[config.mk]
export PLATFORM = sky130hd
export DESIGN_NAME = score_keeper
export DESIGN_NICKNAME = d
export VERILOG_FILES = /design/src/rtl/game_pkg.sv /design/src/rtl/blink_timer.sv /design/src/rtl/score_keeper.sv
export SDC_FILE = /design/constraint.sdc
export NUM_CORES = 1
export LEC_CHECK = 0
export CAP_MARGIN = 40
export CORE_MARGIN = 2
export CORE_UTILIZATION = 55
export DETAILED_ROUTE_END_ITERATION = 12
export PLACE_DENSITY_LB_ADDON = 0.1
export SLEW_MARGIN = 5
export SYNTH_ARGS = -nofsm -noshare
export SYNTH_HDL_FRONTEND = slang
export SYNTH_SLANG_ARGS = --single-unit
[constraint.sdc]
create_clock -name i_Clk -period 2.7 [get_ports i_Clk]
set_input_delay 0.54 -clock i_Clk [delete_from_list [all_inputs] [get_ports i_Clk]]
set_output_delay 0.54 -clock i_Clk [all_outputs]
set_load 0.01 [all_outputs]
[src/rtl/game_pkg.sv]
// Shared definitions for the game stages: state encoding, score width and default win score.
package game_pkg;

    typedef enum logic [1:0] {
        IDLE    = 2'd0,
        PLAYING = 2'd1,
        WON     = 2'd2,
        LOST    = 2'd3
    } game_state_t;

    localparam int SCORE_W           = 4;
    localparam int DEFAULT_WIN_SCORE = 10;

    function automatic logic is_game_over(input game_state_t s);
        return (s == WON) || (s == LOST);
    endfunction

endpackage

[src/rtl/blink_timer.sv]
// Half-period counter that toggles o_Toggle every BLINK_CYCLES enabled cycles; disabled means counter and toggle held at 0.
module blink_timer #(
    parameter int BLINK_CYCLES = 12500000
) (
    input  logic clk,
    input  logic rst,
    input  logic enable,
    output logic o_Toggle
);

    localparam int CNT_W = (BLINK_CYCLES > 1) ? $clog2(BLINK_CYCLES) : 1;
    localparam logic [CNT_W-1:0] LAST = CNT_W'(BLINK_CYCLES - 1);

    logic [CNT_W-1:0] count;

    always_ff @(posedge clk or posedge rst) begin
        if (rst) begin
            count    <= '0;
            o_Toggle <= 1'b0;
        end else if (!enable) begin
            count    <= '0;
            o_Toggle <= 1'b0;
        end else if (count == LAST) begin
            count    <= '0;
            o_Toggle <= ~o_Toggle;
        end else begin
            count    <= count + 1'b1;
        end
    end

endmodule

[src/rtl/score_keeper.sv]
// Game FSM and score register; drives the score display and blanks it while a finished game is shown.
module score_keeper
    import game_pkg::*;
#(
    parameter int WIN_SCORE    = DEFAULT_WIN_SCORE,
    parameter int BLINK_CYCLES = 12500000
) (
    input  logic               i_Clk,
    input  logic               i_Rst,
    input  logic               i_Start,
    input  logic               i_Round_Won,
    input  logic               i_Round_Lost,
    output logic [SCORE_W-1:0] o_Score,
    output logic [1:0]         o_State,
    output logic               o_Level_Up,
    output logic               o_Game_Over,
    output logic               o_Blank
);

    localparam logic [SCORE_W-1:0] WIN = SCORE_W'(WIN_SCORE);

    game_state_t state;
    logic        blink_en;

    // A start in a finished game must clear the blink in the same edge that leaves WON/LOST.
    assign blink_en = is_game_over(state) && !i_Start;
    assign o_State  = state;

    always_ff @(posedge i_Clk or posedge i_Rst) begin
        if (i_Rst) begin
            state       <= IDLE;
            o_Score     <= '0;
            o_Level_Up  <= 1'b0;
            o_Game_Over <= 1'b0;
        end else begin
            o_Level_Up <= 1'b0;
            if (i_Start) begin
                state       <= PLAYING;
                o_Score     <= '0;
                o_Game_Over <= 1'b0;
            end else begin
                case (state)
                    PLAYING: begin
                        if (i_Round_Lost) begin
                            state       <= LOST;
                            o_Game_Over <= 1'b1;
                        end else if (i_Round_Won) begin
                            o_Score    <= o_Score + 1'b1;
                            o_Level_Up <= 1'b1;
                            if (o_Score + 1'b1 == WIN) begin
                                state       <= WON;
                                o_Game_Over <= 1'b1;
                            end
                        end
                    end
                    default: ;
                endcase
            end
        end
    end

    blink_timer #(
        .BLINK_CYCLES(BLINK_CYCLES)
    ) u_blink (
        .clk     (i_Clk),
        .rst     (i_Rst),
        .enable  (blink_en),
        .o_Toggle(o_Blank)
    );

endmodule

Yosys cells after proc, flatten, opt, wreduce, memory -nomap -nowiden
Cells that the tools add are included.
Widths: inputs -> output; s select.
{ "word_totals": {"ff_bits": 33, "elab_cells": 47, "out_inout_bits": 9, "input_bits": 5} }
{ "classes": {"n_eq_ne": 7, "n_reduce_logical": 9, "bitwise_logic": 1, "muxes": 22, "addsub": 2} }
{ "op_table": {"columns": ["operator", "n"], "rows": [
  ["$mux 24", 2],
  ["$add 24x1->24 const B", 1],
  ["$eq 24x24->1 const B", 1],
  ["$mux 4", 4],
  ["$mux 1", 11],
  ["$mux 2", 5],
  ["$reduce_and 3->1", 2],
  ["$reduce_bool 3->1", 2],
  ["$add 4x1->4 const B", 1],
  ["$eq 2x2->1 const B", 2],
  ["$eq 4x4->1 const B", 1],
  ["$ne 2x2->1 const B", 2],
  ["$reduce_bool 2->1", 2],
  ["$eq 2x1->1 const B", 1],
  ["$logic_and 1x1->1", 1],
  ["$logic_not 1->1", 1],
  ["$logic_or 1x1->1", 1],
  ["$not 1->1", 1]
]} }

Logic depth before layout (Yosys ltp)
Gate-level depths: netlist (run 1).
{ "depth": {"depth_word": 7, "ltp_mapped": 6, "ltp_nobuf": 5} }

By module
From an unflattened synthesis (run 1), not the netlist that was laid out.
{ "hier_totals": {"cells_unflattened": 170, "area_unflattened_um2": 1652.8} }
{ "by_module_without_submodules": {"columns": ["mod", "seq_area_each_um2", "cells_each", "instances", "area_per_inst_um2"], "rows": [
  ["blink_timer", 625.6, 133, 1, 1278.7],
  ["score_keeper", 175.2, 37, 1, 374.1]
]} }

Worst setup path before layout (run 1)
No wires, ideal clock.
{ "synth_timing": {"path_kind": "reg2reg", "startpoint": "reg u_blink.count[0]", "endpoint": "reg u_blink.count[18]", "path_buffers": 0, "setup_time_ps": 77, "t_arrival_ps": 1810, "required_time_ps": 2623, "slack_ps": 813, "synth_period_minus_slack_ps": 1887, "stages_incl_launch_ff": 6, "cell_sequence": "dfrtp_1 > ha_1 > nand4_1 > or4_1 > or3_1 > a21oi_1"} }
{ "synth_via": {"elab_chain_cells": 3, "elab_cells_between_ends": 4, "cone_classes": "1 x add/sub; 1 x eq/ne; 2 x mux"} }
{ "synth_rtl": {"columns": ["item", "line_no", "rtl"], "rows": [
  ["start: declaration", "blink_timer.sv:14", "logic [CNT_W-1:0] count;"],
  ["start signal: assignment", "blink_timer.sv:27", "count <= count + 1'b1;"],
  ["$add 24x1->24 or $eq 24x24->1 (tied branches)", "blink_timer.sv:27, blink_timer.sv:23", null],
  ["$mux 24 *", "blink_timer.sv:23", "end else if (count == LAST) begin"],
  ["$mux 24 *", "blink_timer.sv:20", "end else if (!enable) begin"]
]} }
Every way passes the cells marked *; elsewhere a longest branch is shown, timed or not.
A chain may end at the register's enable or synchronous reset.

Worst setup path in the final report (run 1)
Same ends and word-level chain as after synthesis.

==> impl_metrics.toml, run 1 <==
[status]
outcome = "finished clean"

[die]
start_util = 0.590
die_h_um = 59.1
pin_count = 14
die_area_sq_um = 3490
core_area_sq_um = 2830
die_x_um = 59.1
fp-row-count = 19

[timing]
max_freq_mhz = 471
fin_crit_sh = 0.786
slew_violations = 0
worst_slack_ps = 577
period_minus_slack_ps = 2120
rsz0062_at_grt = "no"
tns_ps = 0
finalHoldViolations = 0
setup_violations = 0
worst-slew-pin-transition_ps = 389
max_slew_margin = 0.741
holdWs_ps = 492
skew_ps = 16.5

[placed_design]
gp_congestion = 0.827
hpwl_mm = 2.32
port_buffers = 13
dpl_worst_slack_ps = 587

[global_routing]
grt_max_degree = 33
grt_pass1_vias = 1322
antenna_found_initial = 0
grt_pass1_wl_mm = 5.75
grt.total_usage = 0.221
grt-ovfl-total = 0

[power]
vdd_drop_max_v = 0.000320
p_per_area_nw_per_um2 = 499
power.leakage_uw = 0.000732

[yosys]
synth_compound_area_frac = 0.117
synth_simple_gate_area_share = 0.261
synth_nets = 183
seq_area_frac_synth = 0.479
syn_area_per_cell_sq_um = 9.54
ys_types = 38
synth-seq-cells = 32
synth_top_family_by_area = "simple AND/OR/NAND/NOR gates"
synth_edf_count = 0
netlist_area_sq_um = 1670
yosysWarnings = 0
muxShareOfSynthArea = 0
synthAdderAreaFrac = 0.0225
synth_xor_area_frac = 0.0839
syn_inst = 175
synth_ff_type = "dfrtp_1"
ys_async_sr_fraction = 1.00

[clock_tree]
ctsHoldBuffers = 0
cts.reportedPaths.clkPinSlew_ps = 110
cts_setup_buffers = 0
cts_resized = 0
cts_htree_levels = 2
clkLatencyLatePin_ps = 350
clk_path_buf_depth = 2
root_buffer = "clkbuf_4"
cts_tree = "done"
cts_buffers = 5
cts_sinks = 32

[worst_setup_path]
path_delay_family = "simple AND/OR/NAND/NOR gates"
slowest_stage = "or4_1"
cp-end-kind = "register"
arrival_ps = 2400
worst-path-buf-inv = 0
start_kind = "register"
crit_required_ps = 2980
cp_max_fo = 7
critPathKind = "reg -> reg"
max_stage_delay_ps = 650
crit_chain = "ha_1 -> nand4_1 -> or4_1 -> or3_1 -> a21oi_1"

[route]
first_pass_iters = 4
route.detailed.drc = 0
drt_iter0_drc = 48
via_per_inst = 5.96
ant_nets = 0
vias = 1330
wl_mm = 3.19
drt-wirelength-per-cell_um = 14.3

[cells_and_area]
synthToLayoutAreaGrowth_pct = 15.1
final_common_cell = "dfrtp_1"
layout_common_cells = "dfrtp_1, nor2_1, clkdlybuf4s50_1"
diodes = 0
drive_above_1_share = 0.104
nets = 199
final_util = 0.680

[min_path]
hp-class = "reg -> reg"

[job]
maxCapViolations = 0
-- synth_stat cells, types with 2 or more instances --
master    number  area share
ha_1           3       0.022
dfrtp_1       32        0.48
a21oi_1       11       0.033
or4_1          5       0.022
inv_1          7       0.016
xor2_1         7       0.037
nand3_1        9       0.027
o31ai_1        4       0.018
nor2b_1        2      0.0075
o21ai_0        8       0.024
buf_2          3      0.0090
nor3_1         4       0.012
nand2_1       11       0.025
or3_1          6       0.022
xnor2_1        9       0.047
nand4_1        6       0.022
clkbuf_1       3      0.0067
nor4_1         4       0.015
nor2_1        19       0.043
and4_1         3       0.016
or3_2          2      0.0090
-- registers in the layout, indices dropped and copies added (netlist names) --
signal and flops:
u_blink.o_Toggle 1, o_State 1, o_Game_Over 1, o_Score 4, u_blink.count 24, o_Level_Up 1
-- metrics by stage --
stage          power, uW  instances  area, sq um
2_1_floorplan        529        175         1670
6_report             959        223         1920
4_1_cts              959        223         1920
5_1_grt              989        223         1920
3_3_place_gp         551        215         1830
3_5_place_dp         554        215         1830
-- worst paths after layout --
check	end	from	slack [ps]	depth (start not counted)
worst max-delay path	u_blink.count[18]	u_blink.count[0]	580	5
worst min-delay path	u_blink.count[0]	u_blink.count[0]	490	1
worst max register to register	u_blink.count[18]	u_blink.count[0]	580	5
worst min register to register	u_blink.count[0]	u_blink.count[0]	490	1
max in group asynchronous	u_blink.count[12]	i_Rst	1830	3
min in group asynchronous	u_blink.count[15]	i_Rst	560	3
-- final cells by class --
type,count,area [sq um]
multi-input combinational,129,810
sequential,32,801
timing repair buffer,16,153
inverter,7,26.3
fill,242,906
clock inverter,1,30.0
clock buffer,7,65.1
tap,31,38.8
-- report_power, final --
part | switching, uW | leakage (uW) | total, uW | internal [uW]
logic | 29.5 | 0.000242 | 53.4 | 23.8
clock network | 170 | 0.0000515 | 416 | 246
registers | 6.00 | 0.000439 | 490 | 484
-- logic make-up after synthesis --
| logic type | count (synthesis) |
|---|---|
| buffers and inverters | 14 |
| AND/OR/NAND/NOR | 79 |
| adder cells (fa/ha/maj) | 3 |
| flip-flops | 32 |
| XOR/XNOR | 16 |
| AO/OA/AOI/OAI | 31 |
-- routing by layer --
layer	vias to the layer above	global-route usage	routed length, um
met2	25	0.357	1540
met3	10	0.0699	136
met4	0	0.0877	59
li1	657	-	-
met5	-	0	0
met1	638	0.277	1460
Power figures use the tool's default switching activity.
==> inputs of run 2 (changes only) <==
==> constraint.sdc (replaced) <==
create_clock -name i_Clk -period 2.2 [get_ports i_Clk]
set_input_delay 0.44 -clock i_Clk [delete_from_list [all_inputs] [get_ports i_Clk]]
set_output_delay 0.44 -clock i_Clk [all_outputs]
set_load 0.01 [all_outputs]
==> run 2 against run 1 <==
  * Clock power fell by 15%
  * Highest routed layer unchanged
  * Largest cell class unchanged
  * Clock skew fell by 9.5 ps
  * Sequential share of layout area rose by 0.58 points
  * Sequential cell count did not move
  * Combinational power rose by 23%
  * Final cell count rose by 0.45%
  * Die area did not move
  * Non-clock buffer count rose by 1
  * Register-to-register slack got worse by 370 ps
==> impl_metrics.toml, run 2 (synthesized netlist as in run 1, its figures left out) <==
[worst_setup_path]
cp-end-kind = "register"
critPathKind = "reg -> reg"
arrival_ps = 2270
start_kind = "register"
cp_max_fo = 8
r2r_setup_slack_ps = 210
r2r_cells = 4
timing.rr.end = "u_blink.count[20]"
crit_required_ps = 2480
timing.rr.start = "u_blink.count[5]"

[cells_and_area]
nets = 200
layout_common_cells = "dfrtp_1, nor2_1, clkdlybuf4s50_1"
stdcell_count = 224
drive_above_1_share = 0.109
reg.largest.list = "u_blink.count x24, o_Score x4"
fillCellCount = 233
final_util = 0.671
final_common_cell = "dfrtp_1"
diodes = 0
synthToLayoutAreaGrowth_pct = 13.6
largest_reg_flops = 24
regMostFlops = "u_blink.count"

[route]
route.detailed.drc = 0
first_pass_iters = 4
drt_iter0_drc = 61
wl_mm = 3.20
via_per_inst = 5.97
vias = 1337
ant_nets = 0
drt-wirelength-per-cell_um = 14.3

[status]
outcome = "finished clean"

[clock_tree]
ctsHoldBuffers = 0
cts_htree_levels = 2
cts_setup_buffers = 0
clk_path_buf_depth = 2
cts_buffers = 5
root_buffer = "clkbuf_4"
cts_tree = "done"
cts.reportedPaths.clkPinSlew_ps = 110
clkLatencyLatePin_ps = 340
cts_resized = 0
cts_sinks = 32

[power]
p_sw_uw = 270
clockPowerShare = 0.345
seq_power_share = 0.590
p_int_uw = 748
p_comb_frac = 0.064
p_per_area_nw_per_um2 = 537
vdd_drop_max_v = 0.000373
switching_share = 0.265
power.leakage_uw = 0.000712
finalPower_uw = 1020

[placed_design]
hpwl_mm = 2.26
dpl_worst_slack_ps = 253
port_buffers = 13
dp_cells = 216
gp_congestion = 0.812

[timing]
max_slew_margin = 0.751
max_freq_mhz = 503
skew_ps = 7.06
period_minus_slack_ps = 1990
rsz0062_at_grt = "no"
worst-slew-pin-transition_ps = 365
tns_ps = 0
setup_violations = 0
slew_violations = 0
finalHoldViolations = 0
worst_slack_ps = 211
fin_crit_sh = 0.904

[die]
pin_count = 14
fp-row-count = 19
start_util = 0.590
die_h_um = 59.1
core_area_sq_um = 2830
die_x_um = 59.1
die_area_sq_um = 3490

[global_routing]
grt_pass1_vias = 1300
grt_pass1_wl_mm = 5.56
grt_max_degree = 33
antenna_found_initial = 0
grt.total_usage = 0.215
grt-ovfl-total = 0

[min_path]
hp-class = "in -> async"

[job]
maxCapViolations = 0
## run 2: cell count changes in the layout (fill, tap and decap cells not counted)
| cell | change |
|---|---|
| clkinvlp_4 | +2 |
| buf_4 | +1 |
| clkinv_4 | +1 |
| bufinv_16 | -1 |
| clkbuf_8 | -2 |
## run 2: worst max-delay path by stage
stage,from,to,slack (ps),cells after the start
final,u_blink.count[5],u_blink.count[20],210,4
after CTS,u_blink.count[5],u_blink.count[20],220,4
after global routing,u_blink.count[2],u_blink.count[23],90,4
after detailed placement,u_blink.count[5],u_blink.count[20],250,4
after floorplan,u_blink.count[0],u_blink.count[18],310,5
after global placement,u_blink.count[5],u_blink.count[20],250,4
## run 2: area by class of cell
class,count,area (sq um),share of cell area
multi-input cells,129,810,0.427
flip-flops and latches,32,801,0.422
repair buffers,17,160,0.0844
well taps,31,38.8,0.0204
clock buffers,5,37.5,0.0198
inverters,7,26.3,0.0139
clock inverters,3,23.8,0.0125
## run 2: layer usage
layer | vias to the layer above | wire [um] | GRT usage
met5 | - | 0 | 0
met4 | 0 | 54 | 0.0974
met3 | 6 | 131 | 0.0699
met2 | 24 | 1500 | 0.338
met1 | 647 | 1510 | 0.268
li1 | 660 | - | -
## run 2: stage by stage
stage / area (sq um) / hold slack, ps
finish: 1900 / 467
global route: 1900 / 485
CTS: 1900 / 484
detailed placement: 1840 / 480
global placement: 1840 / 482
floorplan: 1670 / 455
## run 2: worst max-delay path, stage by stage (launching register included)
cell and delay [ps]:
dfrtp_1 470, nand3_2 170, or4_1 630, or4_4 530, a21oi_2 130
## run 2: power by group through the flow
stage,Clock (uW),Sequential (uW),Combinational (uW)
2_1_floorplan,0,614,35.4
3_3_place_gp,0,612,64.7
3_5_place_dp,0,613,66.0
4_1_cts,359,601,67.5
5_1_grt,397,602,74.7
6_report,352,601,65.7
